### src/rtl/swi_pkg.sv
// Shared types and defaults for the switch debounce / LED driver slice.
package swi_pkg;

   typedef enum logic [1:0] {
      DIRECT = 2'd0,
      TOGGLE = 2'd1,
      LATCH  = 2'd2,
      INVERT = 2'd3
   } led_mode_t;

   localparam int DEB_CYCLES_DEFAULT = 4;

endpackage

### src/rtl/swi_debounce_ch.sv
// One switch channel: 2-flop synchroniser, disagreement-run debounce counter,
// debounced level and registered one-cycle rise/fall pulses.
module swi_debounce_ch
   import swi_pkg::*;
#(
   parameter int DEB_CYCLES = DEB_CYCLES_DEFAULT
) (
   input  logic clk_i,
   input  logic rst_ni,
   input  logic raw_i,
   output logic stable_o,
   output logic rise_o,
   output logic fall_o
);

   localparam int CW = $clog2(DEB_CYCLES + 1);

   logic          sync1_q, sync2_q;
   logic          stable_q, stable_d;
   logic          rise_q, fall_q;
   logic          accept_d;
   logic [CW-1:0] cnt_q, cnt_d;

   // The counter holds the length of the current run of disagreement; it
   // resets on agreement and on acceptance, so only a clean run is accepted.
   always_comb begin
      cnt_d    = cnt_q;
      stable_d = stable_q;
      accept_d = 1'b0;
      if (sync2_q == stable_q) begin
         cnt_d = '0;
      end else if (int'(cnt_q) + 1 >= DEB_CYCLES) begin
         cnt_d    = '0;
         stable_d = sync2_q;
         accept_d = 1'b1;
      end else begin
         cnt_d = cnt_q + 1'b1;
      end
   end

   always_ff @(posedge clk_i or negedge rst_ni) begin
      if (!rst_ni) begin
         sync1_q  <= 1'b0;
         sync2_q  <= 1'b0;
         cnt_q    <= '0;
         stable_q <= 1'b0;
         rise_q   <= 1'b0;
         fall_q   <= 1'b0;
      end else begin
         sync1_q  <= raw_i;
         sync2_q  <= sync1_q;
         cnt_q    <= cnt_d;
         stable_q <= stable_d;
         rise_q   <= accept_d & sync2_q;
         fall_q   <= accept_d & ~sync2_q;
      end
   end

   assign stable_o = stable_q;
   assign rise_o   = rise_q;
   assign fall_o   = fall_q;

endmodule

### src/rtl/swi_debounce_led.sv
// NCH-channel switch debouncer with registered LED modes and optional
// saturating per-channel rise counters (enabled by SWI_EVT_CNT_EN).
module swi_debounce_led
   import swi_pkg::*;
#(
   parameter int NCH        = 8,
   parameter int DEB_CYCLES = DEB_CYCLES_DEFAULT,
   parameter int CNT_W      = 8
) (
   input  logic                 clk_2,
   input  logic                 reset_n,
   input  logic [NCH-1:0]       swi_raw,
   input  logic [1:0]           mode,
   input  logic                 clr,
   output logic [NCH-1:0]       swi_stable,
   output logic [NCH-1:0]       rise,
   output logic [NCH-1:0]       fall,
   output logic [NCH-1:0]       led,
   output logic [NCH*CNT_W-1:0] evt_cnt
);

   led_mode_t      mode_s;
   logic [NCH-1:0] led_q, led_d;

   assign mode_s = led_mode_t'(mode);

   for (genvar i = 0; i < NCH; i++) begin : g_ch
      swi_debounce_ch #(
         .DEB_CYCLES(DEB_CYCLES)
      ) u_ch (
         .clk_i   (clk_2),
         .rst_ni  (reset_n),
         .raw_i   (swi_raw[i]),
         .stable_o(swi_stable[i]),
         .rise_o  (rise[i]),
         .fall_o  (fall[i])
      );
   end

   // TOGGLE/LATCH continue from whatever led_q holds when the mode switches.
   always_comb begin
      led_d = led_q;
      case (mode_s)
         DIRECT:  led_d = swi_stable;
         INVERT:  led_d = ~swi_stable;
         TOGGLE:  led_d = clr ? '0 : (led_q ^ rise);
         LATCH:   led_d = clr ? '0 : (led_q | rise);
         default: led_d = led_q;
      endcase
   end

   always_ff @(posedge clk_2 or negedge reset_n) begin
      if (!reset_n) led_q <= '0;
      else          led_q <= led_d;
   end

   assign led = led_q;

`ifdef SWI_EVT_CNT_EN
   for (genvar i = 0; i < NCH; i++) begin : g_cnt
      logic [CNT_W-1:0] cnt_q;

      always_ff @(posedge clk_2 or negedge reset_n) begin
         if (!reset_n)                  cnt_q <= '0;
         else if (clr)                  cnt_q <= '0;
         else if (rise[i] && cnt_q != '1) cnt_q <= cnt_q + 1'b1;
      end

      assign evt_cnt[i*CNT_W +: CNT_W] = cnt_q;
   end
`else
   assign evt_cnt = '0;
`endif

endmodule

### config.mk
export PLATFORM = sky130hd
export DESIGN_NAME = swi_debounce_led
export DESIGN_NICKNAME = d
export VERILOG_FILES = /design/src/rtl/swi_pkg.sv /design/src/rtl/swi_debounce_ch.sv /design/src/rtl/swi_debounce_led.sv
export SDC_FILE = /design/constraint.sdc
export NUM_CORES = 1
export LEC_CHECK = 0
export BUFFER_PORTS_ARGS = -buffer_cell sky130_fd_sc_hd__buf_2
export CELL_PAD_IN_SITES_DETAIL_PLACEMENT = 1
export CELL_PAD_IN_SITES_GLOBAL_PLACEMENT = 1
export CORE_UTILIZATION = 40
export DETAILED_ROUTE_END_ITERATION = 8
export PLACE_DENSITY = 0.76
export SLEW_MARGIN = 30
export SYNTH_ARGS = -nofsm -noshare
export SYNTH_HDL_FRONTEND = slang
export SYNTH_SLANG_ARGS = --single-unit
### constraint.sdc
create_clock -name clk_2 -period 2 [get_ports clk_2]
set_input_delay 0.4 -clock clk_2 [delete_from_list [all_inputs] [get_ports clk_2]]
set_output_delay 0.4 -clock clk_2 [all_outputs]
set_load 0.01 [all_outputs]
==> metrics.md, run 1 <==
| Metric | Value |
|---|---|
| Status | `finished with violations` |
| Failing checks | `design-rule violations` |
| Yosys cell types | `37` |
| Worst-path cell chain | `ha_1 > a21boi_2 > a21oi_2 > mux2_2` |
| Share of cells above drive strength 1 | `23.58%` |
| Worst r2r dst | `g_ch[1].u_ch.stable_o$_DFFE_PN0P_` |
| Maximum vdd drop | `0.0003478 V` |
| Seq/Total Area, Yosys | `48.53%` |
| Setup tns final | `0 ns` |
| Port bufs | `44` |
| Vias in the first global route | `2228` |
| Worst setup margin | `0.5014 ns` |
| First-pass GRT wire length | `10590 um` |
| Pwr Density | `834.7 nW/um^2` |
| Synth warn | `0` |
| Slew at the pin with the worst max-slew slack | `0.6499 ns` |
| CTS tree | `done` |
| Crit path max fanout | `3` |
| Worst path bufs/invs | `0` |
| CP Data Arrival Time | `1.73 ns` |
| # rows | `34` |
| Yosys top cell by area | `dfrtp_1` |
| Fin crit share | `74.93%` |
| CP delay by family, top | `flip-flops` |
| Final setup vio count | `0` |
| Sink Count | `72` |
| Drt pass-1 iters | `9` |
| Pleak | `0.001975 uW` |
| Critical Path Start Type | `flop` |
| Max transition margin | `56.67%` |
| DRT iter0 DRCs | `45` |
| Pins over their slew limit | `0` |
| Worst hold-check path type | `in2async` |
| Post-synth top area share | `48.53%` |
| Post-DR wirelength/cell | `13.20 um` |
| RSZ-0062 raised after global routing | `no` |
| Diodes inserted | `0` |
| Reg2reg path depth | `4` |
| DRC viols | `2` |
| Post-layout min period | `1.499 ns` |
| Synthesized area | `3712 um^2` |
| Count of antenna-violating nets left after detailed routing | `0` |
| Critical path's slowest cell | `dfrtp_1` |
| CTS buffer count | `9` |
| Placed Cells | `462` |
| Fin nets | `394` |
| CTS root buffer | `clkbuf_8` |
| Syn Area/Cell | `11.25 um^2` |
| # fillers | `1017` |
| Seq cells post-synth | `72` |
| Worst-Skew Late Latency | `0.34 ns` |
| CP required | `2.23 ns` |
| Pre-CTS WS | `0.5073 ns` |
| Largest incremental delay on the critical path | `0.41 ns` |
| Initial antenna violation count | `0` |
| Total gr overflow | `0` |
| Top cells by area, synth | `dfrtp_1 49%, buf_4 18%, ha_1 5.4%` |
| Post-DR vias/cell | `4.551` |
| Die width | `98.34 um` |
| GP Congestion | `0.7404` |
| Most frequent cells in the layout | `72 x conb_1, 72 x dfrtp_1, 44 x buf_2` |
| Final Hold Vio Count | `0` |
| Pin count of the biggest net entering global routing | `28` |
| Max Cap Violations | `0` |
| Die Y | `98.34 um` |
| Reg2reg start | `g_ch[1].u_ch.cnt_q[0]$_DFF_PN0_` |
| Max clock buf depth | `2` |
| DP HPWL | `4711 um` |
| Layout area overhead | `3.707%` |
| Die outline area | `9670 um^2` |
| Worst reg-to-reg setup slack | `0.50 ns` |
| Total GRT Usage | `14.24%` |
| Fmax | `667.3 MHz` |
| Hold buffers post-CTS | `0` |
| H-tree depth reported by CTS | `3` |
| Resize count post-CTS | `0` |
| Initial Utilization | `41.95%` |
| Vias | `2171` |
| Fin cells | `477` |
| Routed WL | `6296 um` |
| Post-Synthesis Cells | `330` |
| I/O pin cnt | `109` |
| Crit Path Category | `reg2reg` |
| Reg clk slew, reported paths | `0.07 ns` |
| Fin Clk Skew | `0.006294 ns` |
| Crit end category | `flop` |
| Post-CTS Repair Setup Buffers | `0` |
| Core area | `8848 um^2` |
## report_power, final
group / switching, uW / leakage (uW) / total [uW] / internal (uW)
logic: 307 / 0.000989 / 521 / 214
registers: 104 / 0.000898 / 1680 / 1580
clock network: 507 / 0.0000882 / 1010 / 507
## worst reg2reg max path, delay by kind of cell (launching register included)
family                   cells  cell delay [ns]
multiplexers                 1             0.36
adder cells (fa/ha/maj)      1             0.22
flip-flops                   1             0.41
AO/OA/AOI/OAI                2             0.38
## routing by layer
metal  global-route usage [%]  up-vias  share of wire (%)
li1                         -     1006                  -
met5                        0        -                  0
met2                    25.08       69                 53
met3                    4.152        8                4.6
met1                    16.29     1088                 41
met4                    5.511        0                1.1
## how the worst max path moves through the flow
stage / slack (ns) / endpoint / from / cells after the start
floorplan: 0.61 / g_ch[4].u_ch.stable_o$_DFFE_PN0P_ / g_ch[4].u_ch.cnt_q[0]$_DFF_PN0_ / 4
global route: 0.43 / g_ch[7].u_ch.stable_o$_DFFE_PN0P_ / g_ch[7].u_ch.cnt_q[0]$_DFF_PN0_ / 4
finish: 0.50 / g_ch[1].u_ch.stable_o$_DFFE_PN0P_ / g_ch[1].u_ch.cnt_q[0]$_DFF_PN0_ / 4
CTS: 0.48 / swi_stable[2] / g_ch[2].u_ch.stable_o$_DFFE_PN0P_ / 1
global placement: 0.56 / led[1]$_DFF_PN0_ / mode[1] / 4
detailed placement: 0.51 / led[5]$_DFF_PN0_ / mode[1] / 4
## state kept, by name, indices dropped and copies added (netlist names)
register / cells
g_ch.u_ch.cnt_q: 24
g_ch.u_ch.fall_o: 8
g_ch.u_ch.rise_o: 8
g_ch.u_ch.stable_o: 8
g_ch.u_ch.sync1_q: 8
g_ch.u_ch.sync2_q: 8
led: 8
## per-stage QoR
step / total power (uW) / area [um^2] / utilization, % / hold slack (ns)
after floorplan: 2178 / 3979 / - / 0.1044
after global placement: 2203 / 3677 / 41.56 / 0.3327
after detailed placement: 2235 / 3677 / 41.56 / 0.3363
after CTS: 3276 / 3850 / 43.51 / 0.08688
after global routing: 3400 / 3850 / 43.51 / 0.1036
final: 3214 / 3850 / 43.51 / 0.07992
## cells in the mapped netlist (all sizes together)
master,instances
mux2i,1
o21ai,7
o311ai,1
and2b,3
nor2,12
and3b,1
dfrtp,72
and2,3
a221oi,4
a22oi,6
conb,1
nand2,4
xor2,1
o2111ai,1
nor3b,22
a21o,5
inv,23
mux2,8
buf,93
xnor2,7
or2,1
a21boi,5
nor3,9
and3,5
a21oi,19
ha,16
## final cells by class
cell class	count	area (um^2)	area share, %
flip-flops and latches	72	1802	46.80
repair buffers	46	260.3	6.760
well taps	108	135.1	3.510
inverters	23	86.33	2.242
clock buffers	12	155.1	4.030
multi-input cells	213	1394	36.20
clock inverters	3	17.52	0.4550
## cells by family (layout without fill, tap and decap cells)
kind of cell,Yosys count,in the layout,share of synthesized area [%]
simple gates,60,60,10.25
other cells,1,72,0.1010
fa+ha+maj,16,16,5.393
flops,72,72,48.53
compound gates,48,48,9.943
buf+inv,116,84,21.10
xor+xnor,8,8,1.888
mux,9,9,2.797
(Power assumes the default switching activity.)
==> run 2, diff against run 1 <==
ABC_AREA = 1   (was default)
CORE_UTILIZATION = 38   (was 40)
clock period = 1.6 ns   (was 2 ns; I/O delays follow)
==> run 2 against run 1 <==
Compared with the run above:
- the flow finishes with violations (negative hold slack)
- clock skew decreased by 0.00050 ns
- clock-buffer cell count unchanged
- final cell count increased by 25%
- critical path depth decreased by 3
- combinational power increased by 14%
- critical endpoint is now swi_stable[4]
- setup slack got worse by 0.19 ns
- global-route usage increased by 0.60 points
==> metrics.md, run 2 <==
| Metric | Value |
|---|---|
| Status | `finished with violations` |
| Failing checks | `negative hold slack` |
| RSZ-0062 raised after global routing | `no` |
| Pins over their slew limit | `0` |
| Largest incremental delay on the critical path | `0.45 ns` |
| Crit end category | `primary output` |
| Fmax | `776.9 MHz` |
| Post-synth top area share | `48.40%` |
| Fin Hold WS | `-0.02449 ns` |
| Most frequent cells in the layout | `82 x nand2_1, 72 x conb_1, 72 x dfrtp_1` |
| DRC viols | `0` |
| DP HPWL | `5122 um` |
| Primary FF master, synth | `dfrtp_1` |
| DRT iter0 DRCs | `68` |
| Post-synth EDFFs | `0` |
| Post-Synthesis Cells | `424` |
| Total GRT Usage | `14.83%` |
| Total gr overflow | `0` |
| Critical path's slowest cell | `dfrtp_1` |
| Die outline area | `10190 um^2` |
| Crit Path Category | `reg2out` |
| Post-layout min period | `1.287 ns` |
| Final Hold Vio Count | `19` |
| Slew at the pin with the worst max-slew slack | `0.5817 ns` |
| Initial antenna violation count | `0` |
| Diodes inserted | `0` |
| Fin crit share | `80.45%` |
| Max clock buf depth | `2` |
| Ys async rst share | `100.0%` |
| Max reg flops | `24` |
| Worst setup margin | `0.3129 ns` |
| Syn Area/Cell | `8.779 um^2` |
| Final Core Density | `42.22%` |
| Pre-CTS WS | `0.2907 ns` |
| Crit path max fanout | `5` |
| CTS tree | `done` |
| Worst-Skew Late Latency | `0.34 ns` |
| Share of cells above drive strength 1 | `13.95%` |
| Post-DR wirelength/cell | `11.57 um` |
| Die Y | `101.0 um` |
| Fin Clk Skew | `0.005791 ns` |
| Routed WL | `6885 um` |
| Drt pass-1 iters | `4` |
| Maximum vdd drop | `0.0005520 V` |
| Core area | `9371 um^2` |
| CP delay by family, top | `flip-flops` |
| Pin count of the biggest net entering global routing | `73` |
| Worst hold-check path type | `in2async` |
| Post-CTS Repair Setup Buffers | `0` |
| Synth warn | `0` |
| Worst path bufs/invs | `1` |
| Sink Count | `72` |
| Fin nets | `490` |
| Total power | `4342 uW` |
| First-pass GRT wire length | `11620 um` |
| Vias | `2490` |
| Largest Register | `g_ch.u_ch.cnt_q` |
| Post-DR vias/cell | `4.185` |
| Hold buffers post-CTS | `0` |
| Yosys cell types | `16` |
| Top-count cell post-synth | `buf_4` |
| Max transition margin | `61.08%` |
| Yosys top cell by area | `dfrtp_1` |
| Seq cells post-synth | `72` |
| Setup tns final | `0 ns` |
| CP Data Arrival Time | `0.97 ns` |
| Final setup vio count | `0` |
| Worst-path cell chain | `buf_2` |
| Final Cell Area | `3956 um^2` |
| Max Cap Violations | `0` |
| Pwr Density | `1098 nW/um^2` |
| Placed cell area | `3717 um^2` |
| Commonest cells in the netlist | `89 x buf_4, 82 x nand2_1, 72 x dfrtp_1` |
| Port bufs | `44` |
| Initial Utilization | `39.72%` |
| Pleak | `0.002195 uW` |
| CTS root buffer | `clkbuf_8` |
| GP Congestion | `0.7601` |
| Count of antenna-violating nets left after detailed routing | `0` |
| Resize count post-CTS | `0` |
| Reg clk slew, reported paths | `0.07 ns` |
| Layout area overhead | `6.286%` |
| Die width | `101.0 um` |
| Seq/Total Area, Yosys | `48.40%` |
| CTS buffer count | `9` |
| Vias in the first global route | `2580` |
| CP required | `1.28 ns` |
| H-tree depth reported by CTS | `3` |
| Critical Path Start Type | `flop` |
| I/O pin cnt | `109` |
| Top cells by area, synth | `dfrtp_1 48%, buf_4 18%, nand2_1 8.3%` |
| # rows | `35` |
| Most common cell after layout, fill and taps aside | `nand2_1` |
| Synthesized area | `3722 um^2` |
run 2: changes by cell type after synthesis, moves of 12 or more:
| cell | before | now |
|---|---|---|
| a21oi_1 | 13 | 1 |
| nand4_1 | 0 | 26 |
| nand3_1 | 0 | 19 |
| inv_1 | 22 | 60 |
| nor3b_1 | 18 | 1 |
| nand2_1 | 4 | 82 |
| nor2_1 | 11 | 48 |
run 2: final cells by class:
class	instances	area, um^2
Fill cell	1177	5415
Sequential cell	72	1802
Multi-Input combinational cell	271	1281
Timing Repair Buffer	45	240.2
Inverter	62	232.7
Clock buffer	12	165.2
Tap cell	129	161.4
Clock inverter	4	73.82
run 2: cell families (layout without fill, tap and decap cells):
family	count (synthesis)	after routing	synth area share [%]
and+or+nand+nor	178	178	20.71
buffers and inverters	152	123	24.34
DFF	72	72	48.40
adders and majority gates	16	16	5.378
xor gates and xnor gates	4	4	0.9411
other	1	72	0.1007
AOI/OAI and AO/OA	1	1	0.1343
run 2: per-stage QoR:
stage | hold slack [ns] | std cells
3_3_place_gp | 0.3329 | 579
6_report | -0.02449 | 595
2_1_floorplan | 0.02441 | 495
3_5_place_dp | 0.3363 | 579
5_1_grt | 0.0004285 | 595
4_1_cts | 0.007021 | 595
run 2: worst paths after layout:
kind | startpoint | cells past startpoint | slack [ns] | endpoint
worst min-delay path | reset_n | 2 | -0.02 | g_ch[5].u_ch.cnt_q[2]$_DFF_PN0_
min in group clk_2 | swi_raw[0] | 1 | 0.08 | g_ch[0].u_ch.sync1_q$_DFF_PN0_
worst max register to register | g_ch[0].u_ch.cnt_q[0]$_DFF_PN0_ | 5 | 0.39 | g_ch[0].u_ch.stable_o$_DFFE_PN0P_
max in group asynchronous | reset_n | 2 | 1.29 | led[3]$_DFF_PN0_
worst max-delay path | g_ch[4].u_ch.stable_o$_DFFE_PN0P_ | 1 | 0.31 | swi_stable[4]
worst min register to register | g_ch[6].u_ch.sync1_q$_DFF_PN0_ | 0 | 0.35 | g_ch[6].u_ch.sync2_q$_DFF_PN0_
run 2: routing by layer:
layer	track usage [%]	vias up	wire length, um
li1	-	1222	-
met1	16.67	1196	2834
met2	26.71	64	3594
met3	5.062	8	377
met4	4.013	0	79
met5	0	-	0
run 2: power breakdown:
group / internal, uW / switching, uW
Combinational: 197 / 396
Sequential: 1960 / 109
Clock: 1010 / 675
Total: 3160 / 1180
